===== src/rtl/wb_arbiter_pkg.sv =====
// wb_arbiter_pkg: shared Wishbone bus bundles and arbiter state encoding.
//   wb_m2s_t : master-to-slave request (addr, data, sel, cyc, stb, we)
//   wb_s2m_t : slave-to-master response (ack, data)
//   state_t  : arbiter states, encoded so the state value is the one-hot grant
package wb_arbiter_pkg;

    typedef struct packed {
        logic [31:0] addr;
        logic [31:0] data;
        logic [3:0]  sel;
        logic        cyc;
        logic        stb;
        logic        we;
    } wb_m2s_t;

    typedef struct packed {
        logic        ack;
        logic [31:0] data;
    } wb_s2m_t;

    typedef enum logic [1:0] {
        IDLE = 2'b00,
        GNT0 = 2'b01,
        GNT1 = 2'b10
    } state_t;

endpackage


===== src/rtl/wb_arbiter.sv =====
// wb_arbiter: two-master round-robin Wishbone arbiter with per-transfer ack timeout.
//   i_clk     : clock, rising edge
//   i_rstn    : asynchronous active-low reset
//   i_wb_m0   : requester 0 (instruction fetch) request;  o_wb_m0 : its response
//   i_wb_m1   : requester 1 (load/store) request;         o_wb_m1 : its response
//   o_wb_s    : shared slave request;                     i_wb_s  : slave response
//   o_gnt     : one-hot grant (bit0 = m0, bit1 = m1, 00 = idle)
//   o_timeout : one-cycle pulse when a transfer is forcibly terminated
module wb_arbiter
    import wb_arbiter_pkg::*;
#(
    parameter int unsigned TIMEOUT = 255
) (
    input  logic       i_clk,
    input  logic       i_rstn,
    input  wb_m2s_t    i_wb_m0,
    output wb_s2m_t    o_wb_m0,
    input  wb_m2s_t    i_wb_m1,
    output wb_s2m_t    o_wb_m1,
    output wb_m2s_t    o_wb_s,
    input  wb_s2m_t    i_wb_s,
    output logic [1:0] o_gnt,
    output logic       o_timeout
);

    localparam logic [7:0] LIMIT = 8'(TIMEOUT);

    state_t     state, state_next;
    logic       last, last_next;
    logic [7:0] cnt, cnt_next;
    wb_m2s_t    req;
    wb_s2m_t    fwd;
    logic       expired;

    always_ff @(posedge i_clk or negedge i_rstn) begin
        if (!i_rstn) begin
            state <= IDLE;
            last  <= 1'b1;
            cnt   <= '0;
        end else begin
            state <= state_next;
            last  <= last_next;
            cnt   <= cnt_next;
        end
    end

    // Outputs are decoded from state, so reset drops the slave bus and grant
    // immediately without waiting for a clock.
    always_comb begin
        req        = (state == GNT0) ? i_wb_m0 : (state == GNT1) ? i_wb_m1 : '0;
        // A real ack always wins over an expiring counter; an abort (cyc low) never times out.
        expired    = (state != IDLE) && req.cyc && !i_wb_s.ack && (cnt == LIMIT);
        o_wb_s     = req;
        o_wb_s.cyc = req.cyc & ~expired;
        o_wb_s.stb = req.stb & ~expired;
        fwd        = expired ? '{ack: 1'b1, data: 32'h0} : i_wb_s;
        o_wb_m0    = (state == GNT0) ? fwd : '0;
        o_wb_m1    = (state == GNT1) ? fwd : '0;
        o_gnt      = state;
        o_timeout  = expired;
    end

    always_comb begin
        state_next = state;
        if (state == IDLE)
            state_next = (i_wb_m0.cyc && i_wb_m1.cyc) ? (last ? GNT0 : GNT1) :
                         i_wb_m0.cyc ? GNT0 :
                         i_wb_m1.cyc ? GNT1 : IDLE;
        else if (!req.cyc || expired)
            state_next = IDLE;
        last_next = (state == IDLE && state_next == GNT0) ? 1'b0 :
                    (state == IDLE && state_next == GNT1) ? 1'b1 : last;
        cnt_next  = (state_next != state || i_wb_s.ack) ? 8'd0 :
                    (state != IDLE && req.stb) ? cnt + 8'd1 : cnt;
    end

endmodule


===== config.mk =====
export PLATFORM = sky130hd
export DESIGN_NAME = wb_arbiter
export DESIGN_NICKNAME = d
export VERILOG_FILES = /design/src/rtl/wb_arbiter_pkg.sv /design/src/rtl/wb_arbiter.sv
export SDC_FILE = /design/constraint.sdc
export NUM_CORES = 1
export LEC_CHECK = 0
export BUFFER_PORTS_ARGS = -buffer_cell sky130_fd_sc_hd__buf_2
export CAP_MARGIN = 20
export CORE_AREA = 4 4 120 122
export DETAILED_ROUTE_END_ITERATION = 6
export DIE_AREA = 0 0 124 126
export PLACE_DENSITY = 0.5
export SYNTH_ARGS = -nofsm -noshare
export SYNTH_HDL_FRONTEND = slang
export SYNTH_SLANG_ARGS = --single-unit
export TNS_END_PERCENT = 5

===== constraint.sdc =====
create_clock -name i_clk -period 4.7 [get_ports i_clk]
set_input_delay 0.235 -clock i_clk [delete_from_list [all_inputs] [get_ports i_clk]]
set_output_delay 0.235 -clock i_clk [all_outputs]
set_load 0.02 [all_outputs]

==> results.txt, run 1 <==
----------------------------------------------------
[Detailed routing]
  Number of design-rule violations left by the first detailed-router iteration ... 77
  Average via count per standard cell ... 4.20
  Aggregate routed wire length ... 10.6 mm
  Wire length per cell after detailed routing ... 15.1 um
  Vias ... 2957
  Number of antenna-violating nets in the routed design ... 0
  Detailed Routing Iterations Pass 1 ... 4
  Post-route DRC ... 0

[Timing]
  Aggregate negative setup slack ... 0 ns
  Worst slew slack as a fraction of its limit ... 56.4%
  Achievable clock frequency ... 384 MHz
  PnR worst setup slack ... 2.10 ns
  Count of final max-slew check failures ... 0
  Worst-case clock skew ... 0.000548 ns
  Unrepaired setup endpoints after global routing ... false
  Slew at the pin closest to its max-slew limit ... 0.654 ns
  Min Clock Period, post-route ... 2.60 ns
  Endpoints failing setup ... 0
  Final-report hold violation count ... 0
  Final Cycle Share ... 55.4%

[Clock tree]
  Clock slew at reported path FFs ... 0.04 ns
  Setup fix buffers added after clock tree synthesis ... 0
  Number of CTS-inserted buffers ... 3
  Clock latency on the worst-skew pair ... 0.23 ns
  Number of H-tree levels ... 1
  Hold-fix buffer count after cts ... 1
  Number of instances resized during post-cts repair ... 0
  CTS sink cnt ... 11
  Clock root cell ... sky130_fd_sc_hd__clkbuf_16
  Maximum clock insertion buffer count ... 2
  Clock tree from TritonCTS ... built

[Finish]
  Multi-input gate area in the final layout ... 1410 sq um
  Number of standard cells in the final layout excluding fillers ... 704
  # nets final ... 707
  Share of layout cells above drive strength 1 ... 62.3%
  Sequential Area ... 277 sq um
  # diodes ... 0
  Final-layout fill cell count ... 1453
  Synthesis-to-layout area growth ... 97.1%

[Min path]
  Critical hold path startpoint ... i_wb_m0[2]
  Hold crit path type ... input port to flip-flop

[Yosys]
  Syn Nets ... 405
  Async set-reset flop share out of synthesis ... 100%
  Mapped Area ... 1830 sq um
  Number of distinct library cells after synthesis ... 33
  Post-synth EDFFs ... 0
  Post-synthesis area per instance ... 8.05 sq um
  Top_reg_cell synth ... sky130_fd_sc_hd__dfrtp_1
  Cell count after synthesis ... 227
  Number of flip-flops and latches in the synthesized netlist ... 11
  Cells taking the most area after synthesis ... sky130_fd_sc_hd__a22o_1, sky130_fd_sc_hd__and2_1, sky130_fd_sc_hd__dfrtp_1
  Share of the synthesized area in the top cell type ... 33.1%
  Ranking of synthesized cells by instance count ... sky130_fd_sc_hd__a22o_1, sky130_fd_sc_hd__and2_1, sky130_fd_sc_hd__nor2_1
  Cell type with the largest total area after synthesis ... sky130_fd_sc_hd__a22o_1
  Share of the yosys chip area belonging to registers ... 15.1%
  Cell with the most instances after synthesis ... sky130_fd_sc_hd__a22o_1
  Number of warning messages in the yosys log ... 0

[Flow run]
  Max_cap viols ... 0

[Setup path]
  CP max FO ... 32
  Required time reported for the critical path endpoint ... 4.47 ns
  Worst setup path category ... flip-flop to output port
  Worst Setup SP ... o_gnt[0]
  Cells along the critical path ... nand3b_2 > a2111oi_4 > nor2_4 > and2_1 > buf_2
  Critical Path End Type ... output port
  Kind of start point of the critical path ... flip-flop
  R2R Path Start ... o_gnt[0]
  Cell with the biggest individual delay on the critical path ... sky130_fd_sc_hd__a2111oi_4
  Endpoint arrival time on the critical path ... 2.37 ns
  Stage delay of the slowest cell on the critical path ... 0.68 ns

[Die]
  Area enclosed by the die boundary ... 15600 sq um
  Vertical die dimension ... 126 um
  Count of pins on the block boundary ... 317
  Number of standard-cell rows in the floorplan ... 42
  Initial standard-cell utilization of the core ... 13.9%
  Standard cell core area ... 13200 sq um
  Die Span X ... 124 um

[Global routing]
  Maximum number of pins on one net before global-route repair ... 60
  Initial antenna violation count ... 1
  Wire length of the first global-routing pass ... 15.0 mm
  Fraction of met1 tracks used by global routing ... 13.3%
  Global-route total usage across every layer ... 11.9%
  Global-route track usage on met2 ... 23.7%
  GRT overflow ... 0
  Grt peak-use layer ... met2
  Met3 Track Usage GR ... 1.57%
  Number of global-route vias before repair ... 2960

[Placed design]
  Final RePlAce weighted congestion ... 0.801
  Setup Slack @ Placement ... 2.33 ns
  Dpl cells ... 699
  Number of buffers added on ports ... 316
  Estimated wirelength of the detail-placed design ... 9.14 mm

[Power]
  Leakage power ... 2.17 nW
  Worst IR Drop VDD ... 0.000123 V
  Power density over cell area ... 304 nW/um^2
  Post-route total power ... 1.10 mW

[Status]
  Run status ... complete, no violations

----------------------------------------------------
-- layer usage --
layer	routed length [um]	vias up	part of all wire, %
li1	-	1437	-
met1	3910	1321	37
met2	5580	189	53
met3	1040	8	9.8
met4	74	2	0.70
met5	9	-	0.085
-- where the power goes --
part,internal [mW],switching (mW)
sequential,0.107,0.0143
clock,0.114,0.0391
combinational,0.312,0.510
-- layout by cell type (no fill, tap or decap), drive strengths merged, types with 2 or more instances in the layout --
cell type,count
buf,318
nand3,3
inv,2
a211oi,3
a2111oi,2
dfrtp,10
nor2,17
xnor2,6
a22o,69
a21oi,4
clkbuf,4
nand2,4
nor3,2
or2b,2
nand3b,4
and2,66
-- flip-flops by register name, summed over array words and instances (netlist names) --
| name | flops |
|---|---|
| cnt | 8 |
| last | 1 |
| o_gnt | 2 |
-- cell type report --
type                       instances  share of cell area [%]
tap                              176                    6.11
clock buffer                       4                    2.19
timing repair buffer             319                    44.6
multi-input combinational        192                    39.2
sequential                        11                    7.67
inverter                           2                   0.208
-- through the flow --
stage,utilization [%],hold WS [ns],area (sq um)
floorplan,-,-0.0606,1830
global placement,26.6,0.113,3510
detailed placement,26.6,0.121,3510
CTS,27.3,0.213,3600
global route,27.3,0.228,3600
finish,27.3,0.214,3600
-- worst max-delay path, delay by kind of cell (launching register included) --
family / cells / cell delay, ns
and+or+nand+nor: 3 / 0.79
buffers and inverters: 1 / 0.15
DFF: 1 / 0.50
AOI/OAI and AO/OA: 1 / 0.68
-- final timing paths --
| check | end | slack (ns) | depth (start not counted) |
|---|---|---|---|
| worst max-delay path | o_wb_m1[31] | 2.10 | 5 |
| worst min-delay path | last | 0.21 | 2 |
| worst max register to register | o_gnt[1] | 2.79 | 3 |
| worst min register to register | last | 0.54 | 2 |
| max in group asynchronous | last | 4.03 | 2 |
| min in group asynchronous | o_gnt[0] | 0.40 | 2 |
-- cells by family after synthesis --
| family | share of synthesized area, % |
|---|---|
| mux | 0.548 |
| compound gates | 39.1 |
| xor+xnor | 3.35 |
| buf+inv | 8.01 |
| flops | 15.1 |
| simple gates | 33.2 |
| fa+ha+maj | 0.684 |
Power figures use the tool's default switching activity.
==> run 2: changes to the inputs <==
--- a/config.mk
+++ b/config.mk
@@ -5,12 +5,13 @@
 export SDC_FILE = /design/constraint.sdc
 export NUM_CORES = 1
 export LEC_CHECK = 0
+export ABC_AREA = 1
 export BUFFER_PORTS_ARGS = -buffer_cell sky130_fd_sc_hd__buf_2
 export CAP_MARGIN = 20
 export CORE_AREA = 4 4 120 122
 export DETAILED_ROUTE_END_ITERATION = 6
 export DIE_AREA = 0 0 124 126
-export PLACE_DENSITY = 0.5
+export PLACE_DENSITY = 0.58
 export SYNTH_ARGS = -nofsm -noshare
 export SYNTH_HDL_FRONTEND = slang
 export SYNTH_SLANG_ARGS = --single-unit
==> constraint.sdc (replaced) <==
create_clock -name i_clk -period 2.29 [get_ports i_clk]
set_input_delay 0.1145 -clock i_clk [delete_from_list [all_inputs] [get_ports i_clk]]
set_output_delay 0.1145 -clock i_clk [all_outputs]
set_load 0.02 [all_outputs]
==> results.txt, run 2 <==
----------------------------------------------------
[Status]
  Run status ... complete, no violations

[Yosys]
  Post-synth EDFFs ... 0
  Mapped Area ... 2680 sq um
  Number of flip-flops and latches in the synthesized netlist ... 11
  Cell type with the largest total area after synthesis ... sky130_fd_sc_hd__nand3_1
  Cells taking the most area after synthesis ... sky130_fd_sc_hd__nand3_1, sky130_fd_sc_hd__nor3_2, sky130_fd_sc_hd__nand2_1
  Cell with the most instances after synthesis ... sky130_fd_sc_hd__nand3_1
  Number of warning messages in the yosys log ... 0
  Share of the yosys chip area belonging to registers ... 10.3%
  Async set-reset flop share out of synthesis ... 100%
  Number of distinct library cells after synthesis ... 28
  Ranking of synthesized cells by instance count ... sky130_fd_sc_hd__nand3_1, sky130_fd_sc_hd__nand2_1, sky130_fd_sc_hd__nor3_2
  Syn Nets ... 629
  Top_reg_cell synth ... sky130_fd_sc_hd__dfrtp_1
  Share of the synthesized area in the top cell type ... 27.2%
  Cell count after synthesis ... 451
  Post-synthesis area per instance ... 5.95 sq um

[Clock tree]
  Clock root cell ... sky130_fd_sc_hd__clkbuf_16
  Number of H-tree levels ... 1
  Clock slew at reported path FFs ... 0.04 ns
  Clock tree from TritonCTS ... built
  Number of CTS-inserted buffers ... 3
  Maximum clock insertion buffer count ... 2
  Number of instances resized during post-cts repair ... 0
  CTS sink cnt ... 11
  Clock latency on the worst-skew pair ... 0.24 ns

[Setup path]
  Worst setup path category ... flip-flop to output port
  Required time reported for the critical path endpoint ... 2.18 ns
  Critical Path End Type ... output port
  CP max FO ... 30
  Cell with the biggest individual delay on the critical path ... sky130_fd_sc_hd__dfrtp_1
  Stage delay of the slowest cell on the critical path ... 0.39 ns
  Kind of start point of the critical path ... flip-flop
  Cells along the critical path ... ha_1 > nand3_2 > nor2_4 > nand3_4 > inv_2 > buf_12 > nor3_1 > buf_2
  Endpoint arrival time on the critical path ... 1.99 ns

[Timing]
  Min Clock Period, post-route ... 2.11 ns
  PnR worst setup slack ... 0.185 ns
  Final Cycle Share ... 91.9%
  Slew at the pin closest to its max-slew limit ... 0.643 ns
  Unrepaired setup endpoints after global routing ... false
  Worst slew slack as a fraction of its limit ... 57.1%
  Worst-case clock skew ... 0.00331 ns
  Achievable clock frequency ... 475 MHz
  Final-report hold violation count ... 0
  Endpoints failing setup ... 0
  Hold Worst Slack ... 0.207 ns
  Aggregate negative setup slack ... 0 ns
  Count of final max-slew check failures ... 0

[Die]
  Area enclosed by the die boundary ... 15600 sq um
  Count of pins on the block boundary ... 317
  Vertical die dimension ... 126 um
  Number of standard-cell rows in the floorplan ... 42
  Initial standard-cell utilization of the core ... 20.3%
  Standard cell core area ... 13200 sq um
  Die Span X ... 124 um

[Global routing]
  Initial antenna violation count ... 0
  Global-route total usage across every layer ... 14.5%
  GRT overflow ... 0
  Number of global-route vias before repair ... 3699
  Wire length of the first global-routing pass ... 18.5 mm
  Maximum number of pins on one net before global-route repair ... 64

[Finish]
  Register with the most flip-flops ... cnt
  Share of layout cells above drive strength 1 ... 53.8%
  Number of flip-flops in the largest register ... 8
  Most common cell after layout, fill and taps aside ... sky130_fd_sc_hd__buf_2
  # nets final ... 920
  # diodes ... 0
  Leading cell types in the layout, fill and taps excluded ... sky130_fd_sc_hd__buf_2, sky130_fd_sc_hd__nand3_1, sky130_fd_sc_hd__nand2_1, sky130_fd_sc_hd__nor3_2, sky130_fd_sc_hd__inv_1
  Synthesis-to-layout area growth ... 63.9%
  Number of standard cells in the final layout excluding fillers ... 917
  Share of the core filled with cells ... 33.3%

[Detailed routing]
  Number of antenna-violating nets in the routed design ... 0
  Post-route DRC ... 0
  Aggregate routed wire length ... 12.8 mm
  Vias ... 4134
  Detailed Routing Iterations Pass 1 ... 5
  Average via count per standard cell ... 4.51
  Number of design-rule violations left by the first detailed-router iteration ... 144
  Wire length per cell after detailed routing ... 14.0 um

[Placed design]
  Final RePlAce weighted congestion ... 0.902
  Setup Slack @ Placement ... 0.389 ns
  Dpl cells ... 912
  Estimated wirelength of the detail-placed design ... 10.3 mm
  Number of buffers added on ports ... 316

[Power]
  Power density over cell area ... 1150 nW/um^2
  Worst IR Drop VDD ... 0.000834 V
  Leakage power ... 2.71 nW

[Flow run]
  Max_cap viols ... 0

[Min path]
  Hold crit path type ... input port to flip-flop

----------------------------------------------------
==> run 2: layer usage <==
layer / wire length (um) / global-route usage, % / vias to the layer above
li1: - / - / 2082
met1: 4870 / 17.1 / 1812
met2: 6500 / 27.4 / 229
met3: 1330 / 1.93 / 11
met4: 121 / 2.84 / 0
met5: 0 / 0 / -
==> run 2: final cells by class <==
type,count,area (sq um)
Clock buffer,4,78.8
Tap cell,176,220
Fill cell,1456,8790
Sequential cell,11,279
Multi-Input combinational cell,346,1920
Inverter,50,195
Timing Repair Buffer,330,1700
==> run 2: stage by stage <==
step	cell area [sq um]	power, mW
floorplan	2680	3.33
global placement	4310	4.77
detailed placement	4310	4.76
CTS	4400	5.11
global route	4400	5.45
finish	4400	5.06
==> run 2: logic make-up (layout without fill, tap and decap cells) <==
| logic type | Yosys count | count (layout) | share of synthesized area (%) |
|---|---|---|---|
| simple gates | 336 | 336 | 68.8 |
| buf+inv | 94 | 384 | 18.1 |
| flops | 11 | 11 | 10.3 |
| compound gates | 7 | 7 | 1.63 |
| xor+xnor | 2 | 2 | 0.653 |
| fa+ha+maj | 1 | 1 | 0.466 |
==> run 2: path summary, 6_finish.rpt <==
| path | cells after the start | endpoint | slack [ns] | from |
|---|---|---|---|---|
| max | 8 | o_wb_m0[3] | 0.18 | cnt[1] |
| min | 3 | o_gnt[0] | 0.21 | i_wb_m0[2] |
| max reg2reg | 6 | cnt[0] | 0.42 | o_gnt[1] |
| min reg2reg | 2 | last | 0.49 | last |
| max in group asynchronous | 2 | last | 1.74 | i_rstn |
| min in group asynchronous | 2 | cnt[6] | 0.28 | i_rstn |
==> run 2: report_power, final <==
| group | internal [mW] | switching [mW] | total (mW) | leakage (nW) |
|---|---|---|---|---|
| combinational | 1.33 | 3.10 | 4.43 | 2.53 |
| sequential | 0.235 | 0.0639 | 0.299 | 0.145 |
| clock | 0.235 | 0.0965 | 0.331 | 0.0382 |
| total | 1.80 | 3.26 | 5.06 | 2.71 |
==> run 2: timing repair <==
action                    CTS  global route
hold buffers                1             0
setup buffers               0             0
hold endpoints to repair   10             0
==> run 2: worst max-delay path: cells and delay by family (launching register included) <==
family / cells / cell delay (ns)
adder cells (fa/ha/maj): 1 / 0.24
buffers and inverters: 3 / 0.68
flip-flops: 1 / 0.39
AND/OR/NAND/NOR: 4 / 0.42
==> run 3: changes to the inputs <==
--- a/config.mk
+++ b/config.mk
@@ -8,10 +8,14 @@
 export ABC_AREA = 1
 export BUFFER_PORTS_ARGS = -buffer_cell sky130_fd_sc_hd__buf_2
 export CAP_MARGIN = 20
-export CORE_AREA = 4 4 120 122
+export CELL_PAD_IN_SITES_DETAIL_PLACEMENT = 2
+export CELL_PAD_IN_SITES_GLOBAL_PLACEMENT = 2
+export CORE_ASPECT_RATIO = 0.75
+export CORE_MARGIN = 4
+export CORE_UTILIZATION = 12
 export DETAILED_ROUTE_END_ITERATION = 6
-export DIE_AREA = 0 0 124 126
-export PLACE_DENSITY = 0.58
+export PLACE_DENSITY = 0.78
+export RECOVER_POWER = 100
 export SYNTH_ARGS = -nofsm -noshare
 export SYNTH_HDL_FRONTEND = slang
 export SYNTH_SLANG_ARGS = --single-unit
==> results.txt, run 3 (synthesized netlist as in run 2, its figures left out) <==
----------------------------------------------------
[Status]
  Run status ... complete, no violations

[Min path]
  Hold path cells ... 3
  Hold Crit Endpoint ... o_gnt[0]
  Critical hold path startpoint ... i_wb_m0[2]
  Hold crit path type ... input port to flip-flop

[Finish]
  Share of the core filled with cells ... 20.5%
  Leading cell types in the layout, fill and taps excluded ... sky130_fd_sc_hd__buf_2, sky130_fd_sc_hd__nand3_1, sky130_fd_sc_hd__nand2_1, sky130_fd_sc_hd__clkbuf_2, sky130_fd_sc_hd__nor3_2
  Synthesis-to-layout area growth ... 68.8%
  # nets final ... 922
  Number of flip-flops in the largest register ... 8
  Number of standard cells in the final layout excluding fillers ... 1037
  Share of layout cells above drive strength 1 ... 49.3%
  Most common cell after layout, fill and taps aside ... sky130_fd_sc_hd__buf_2
  Post-route cell area ... 4530 sq um
  # diodes ... 0
  Register with the most flip-flops ... cnt

[Setup path]
  Cell with the biggest individual delay on the critical path ... sky130_fd_sc_hd__buf_4
  Cells along the critical path ... buf_4 > buf_4 > nand3_1 > nand2_1 > clkbuf_1
  R2R Path Start ... o_gnt[0]
  Worst setup path category ... flip-flop to output port
  Stage delay of the slowest cell on the critical path ... 0.52 ns
  CP max FO ... 51
  CP most frequent cell ... sky130_fd_sc_hd__buf_4
  Slack of the worst reg-to-reg path ... 0.27 ns
  Kind of start point of the critical path ... flip-flop
  R2R cell count ... 8
  Reg2Reg Capture Point ... cnt[0]
  Critical Path End Type ... output port
  Required time reported for the critical path endpoint ... 2.18 ns
  Endpoint arrival time on the critical path ... 1.98 ns

[Timing]
  Final-report hold violation count ... 0
  Achievable clock frequency ... 477 MHz
  PnR worst setup slack ... 0.192 ns
  Worst slew slack as a fraction of its limit ... 54.5%
  Min Clock Period, post-route ... 2.10 ns
  Count of final max-slew check failures ... 0
  Worst-case clock skew ... 0.00199 ns
  Final Cycle Share ... 91.6%
  Aggregate negative setup slack ... 0 ns
  Unrepaired setup endpoints after global routing ... false
  Endpoints failing setup ... 0
  Slew at the pin closest to its max-slew limit ... 0.683 ns

[Power]
  Power density over cell area ... 1150 nW/um^2
  Share of power burned in the clock network ... 6.3%
  Switching share of power ... 66.1%
  Logic pwr share ... 88.6%
  Switching power summed over all nets ... 3.45 mW
  Pint ... 1.77 mW
  Leakage power ... 2.56 nW
  Worst IR Drop VDD ... 0.000409 V
  Share of total power in sequential cells ... 5.2%

[Clock tree]
  Clock tree from TritonCTS ... built
  CTS sink cnt ... 11
  Clock slew at reported path FFs ... 0.04 ns
  Number of H-tree levels ... 1
  Clock root cell ... sky130_fd_sc_hd__clkbuf_16
  Number of CTS-inserted buffers ... 3
  Clock latency on the worst-skew pair ... 0.24 ns
  Maximum clock insertion buffer count ... 2

[Detailed routing]
  Post-route DRC ... 0
  Wire length on met2 ... 8.05 mm
  Average via count per standard cell ... 4.17
  Detailed Routing Iterations Pass 1 ... 4
  Aggregate routed wire length ... 16.6 mm
  Vias ... 4325
  Number of antenna-violating nets in the routed design ... 0
  Wire length per cell after detailed routing ... 16.0 um
  Routed wire length on met3 ... 1.10 mm
  Number of design-rule violations left by the first detailed-router iteration ... 148
  Top layer in use ... met4
  Metal-1 WL ... 7.28 mm

[Die]
  Vertical die dimension ... 137 um
  Standard cell core area ... 22100 sq um
  Area enclosed by the die boundary ... 24800 sq um
  Initial standard-cell utilization of the core ... 12.2%
  Die Span X ... 181 um
  Number of standard-cell rows in the floorplan ... 47
  Count of pins on the block boundary ... 317

[Global routing]
  Maximum number of pins on one net before global-route repair ... 58
  Number of global-route vias before repair ... 4484
  GRT overflow ... 0
  Initial antenna violation count ... 0
  Global-route total usage across every layer ... 12.0%
  Wire length of the first global-routing pass ... 24.4 mm

[Placed design]
  Final RePlAce weighted congestion ... 0.833
  Placed Area ... 4440 sq um
  Setup Slack @ Placement ... 0.301 ns
  Dpl cells ... 1027
  Number of buffers added on ports ... 316
  Estimated wirelength of the detail-placed design ... 13.5 mm

[Flow run]
  Max_cap viols ... 0

----------------------------------------------------
-- run 3: cell types whose count changed in the layout (fill, tap and decap cells not counted), sizes merged --
| cell | before | now |
|---|---|---|
| buf | 329 | 204 |
| clkbuf | 4 | 131 |
| clkinv | 0 | 1 |
| inv | 50 | 49 |
-- run 3: per-stage QoR --
step / power, mW / hold slack (ns)
floorplan: 3.33 / -0.181
global placement: 4.92 / 0.0122
detailed placement: 4.99 / 0.0178
CTS: 5.35 / 0.199
global route: 5.69 / 0.237
finish: 5.21 / 0.207
-- run 3: how the worst max path moves through the flow --
| stage | startpoint | to | slack [ns] |
|---|---|---|---|
| global placement | o_gnt[0] | o_wb_s[18] | 0.30 |
| floorplan | o_gnt[1] | o_wb_m1[23] | 0.57 |
| detailed placement | o_gnt[0] | o_wb_s[14] | 0.30 |
| global route | o_gnt[0] | cnt[0] | 0.03 |
| finish | o_gnt[1] | o_wb_s[23] | 0.19 |
| CTS | o_gnt[0] | o_wb_s[14] | 0.04 |
-- run 3: final cells by class --
cell class | instances | area [sq um]
Sequential cell | 11 | 278
Timing Repair Buffer | 332 | 1710
Multi-Input combinational cell | 346 | 1900
Tap cell | 294 | 368
Inverter | 50 | 194
Clock buffer | 4 | 78.8
Fill cell | 2807 | 17500
-- run 3: power groups by stage --
stage          registers [mW]  clock network [mW]  logic (mW)
6_report                0.268               0.328        4.62
5_1_grt                 0.275               0.352        5.06
4_1_cts                 0.322               0.337        4.69
3_5_place_dp            0.324                   0        4.67
3_3_place_gp            0.318                   0        4.61
2_1_floorplan           0.274                   0        3.06
-- run 3: repair_timing --
item,in CTS,in global routing
buffers inserted,0,4
resized for setup,0,2
hold buffers,1,0
endpoints found under the setup margin,0,55
hold endpoints to repair,10,0
-- run 3: routing by layer --
layer	track usage (%)	vias to the layer above
li1	-	2085
met4	1.55	0
met3	3.04	16
met5	0	-
met2	20.9	186
met1	15.4	2038
-- run 3: worst max-delay path: cells and delay by family (launching register included) --
kind / cells / cell delay, ns
flops: 1 / 0.46
buf+inv: 3 / 1.03
simple gates: 2 / 0.21
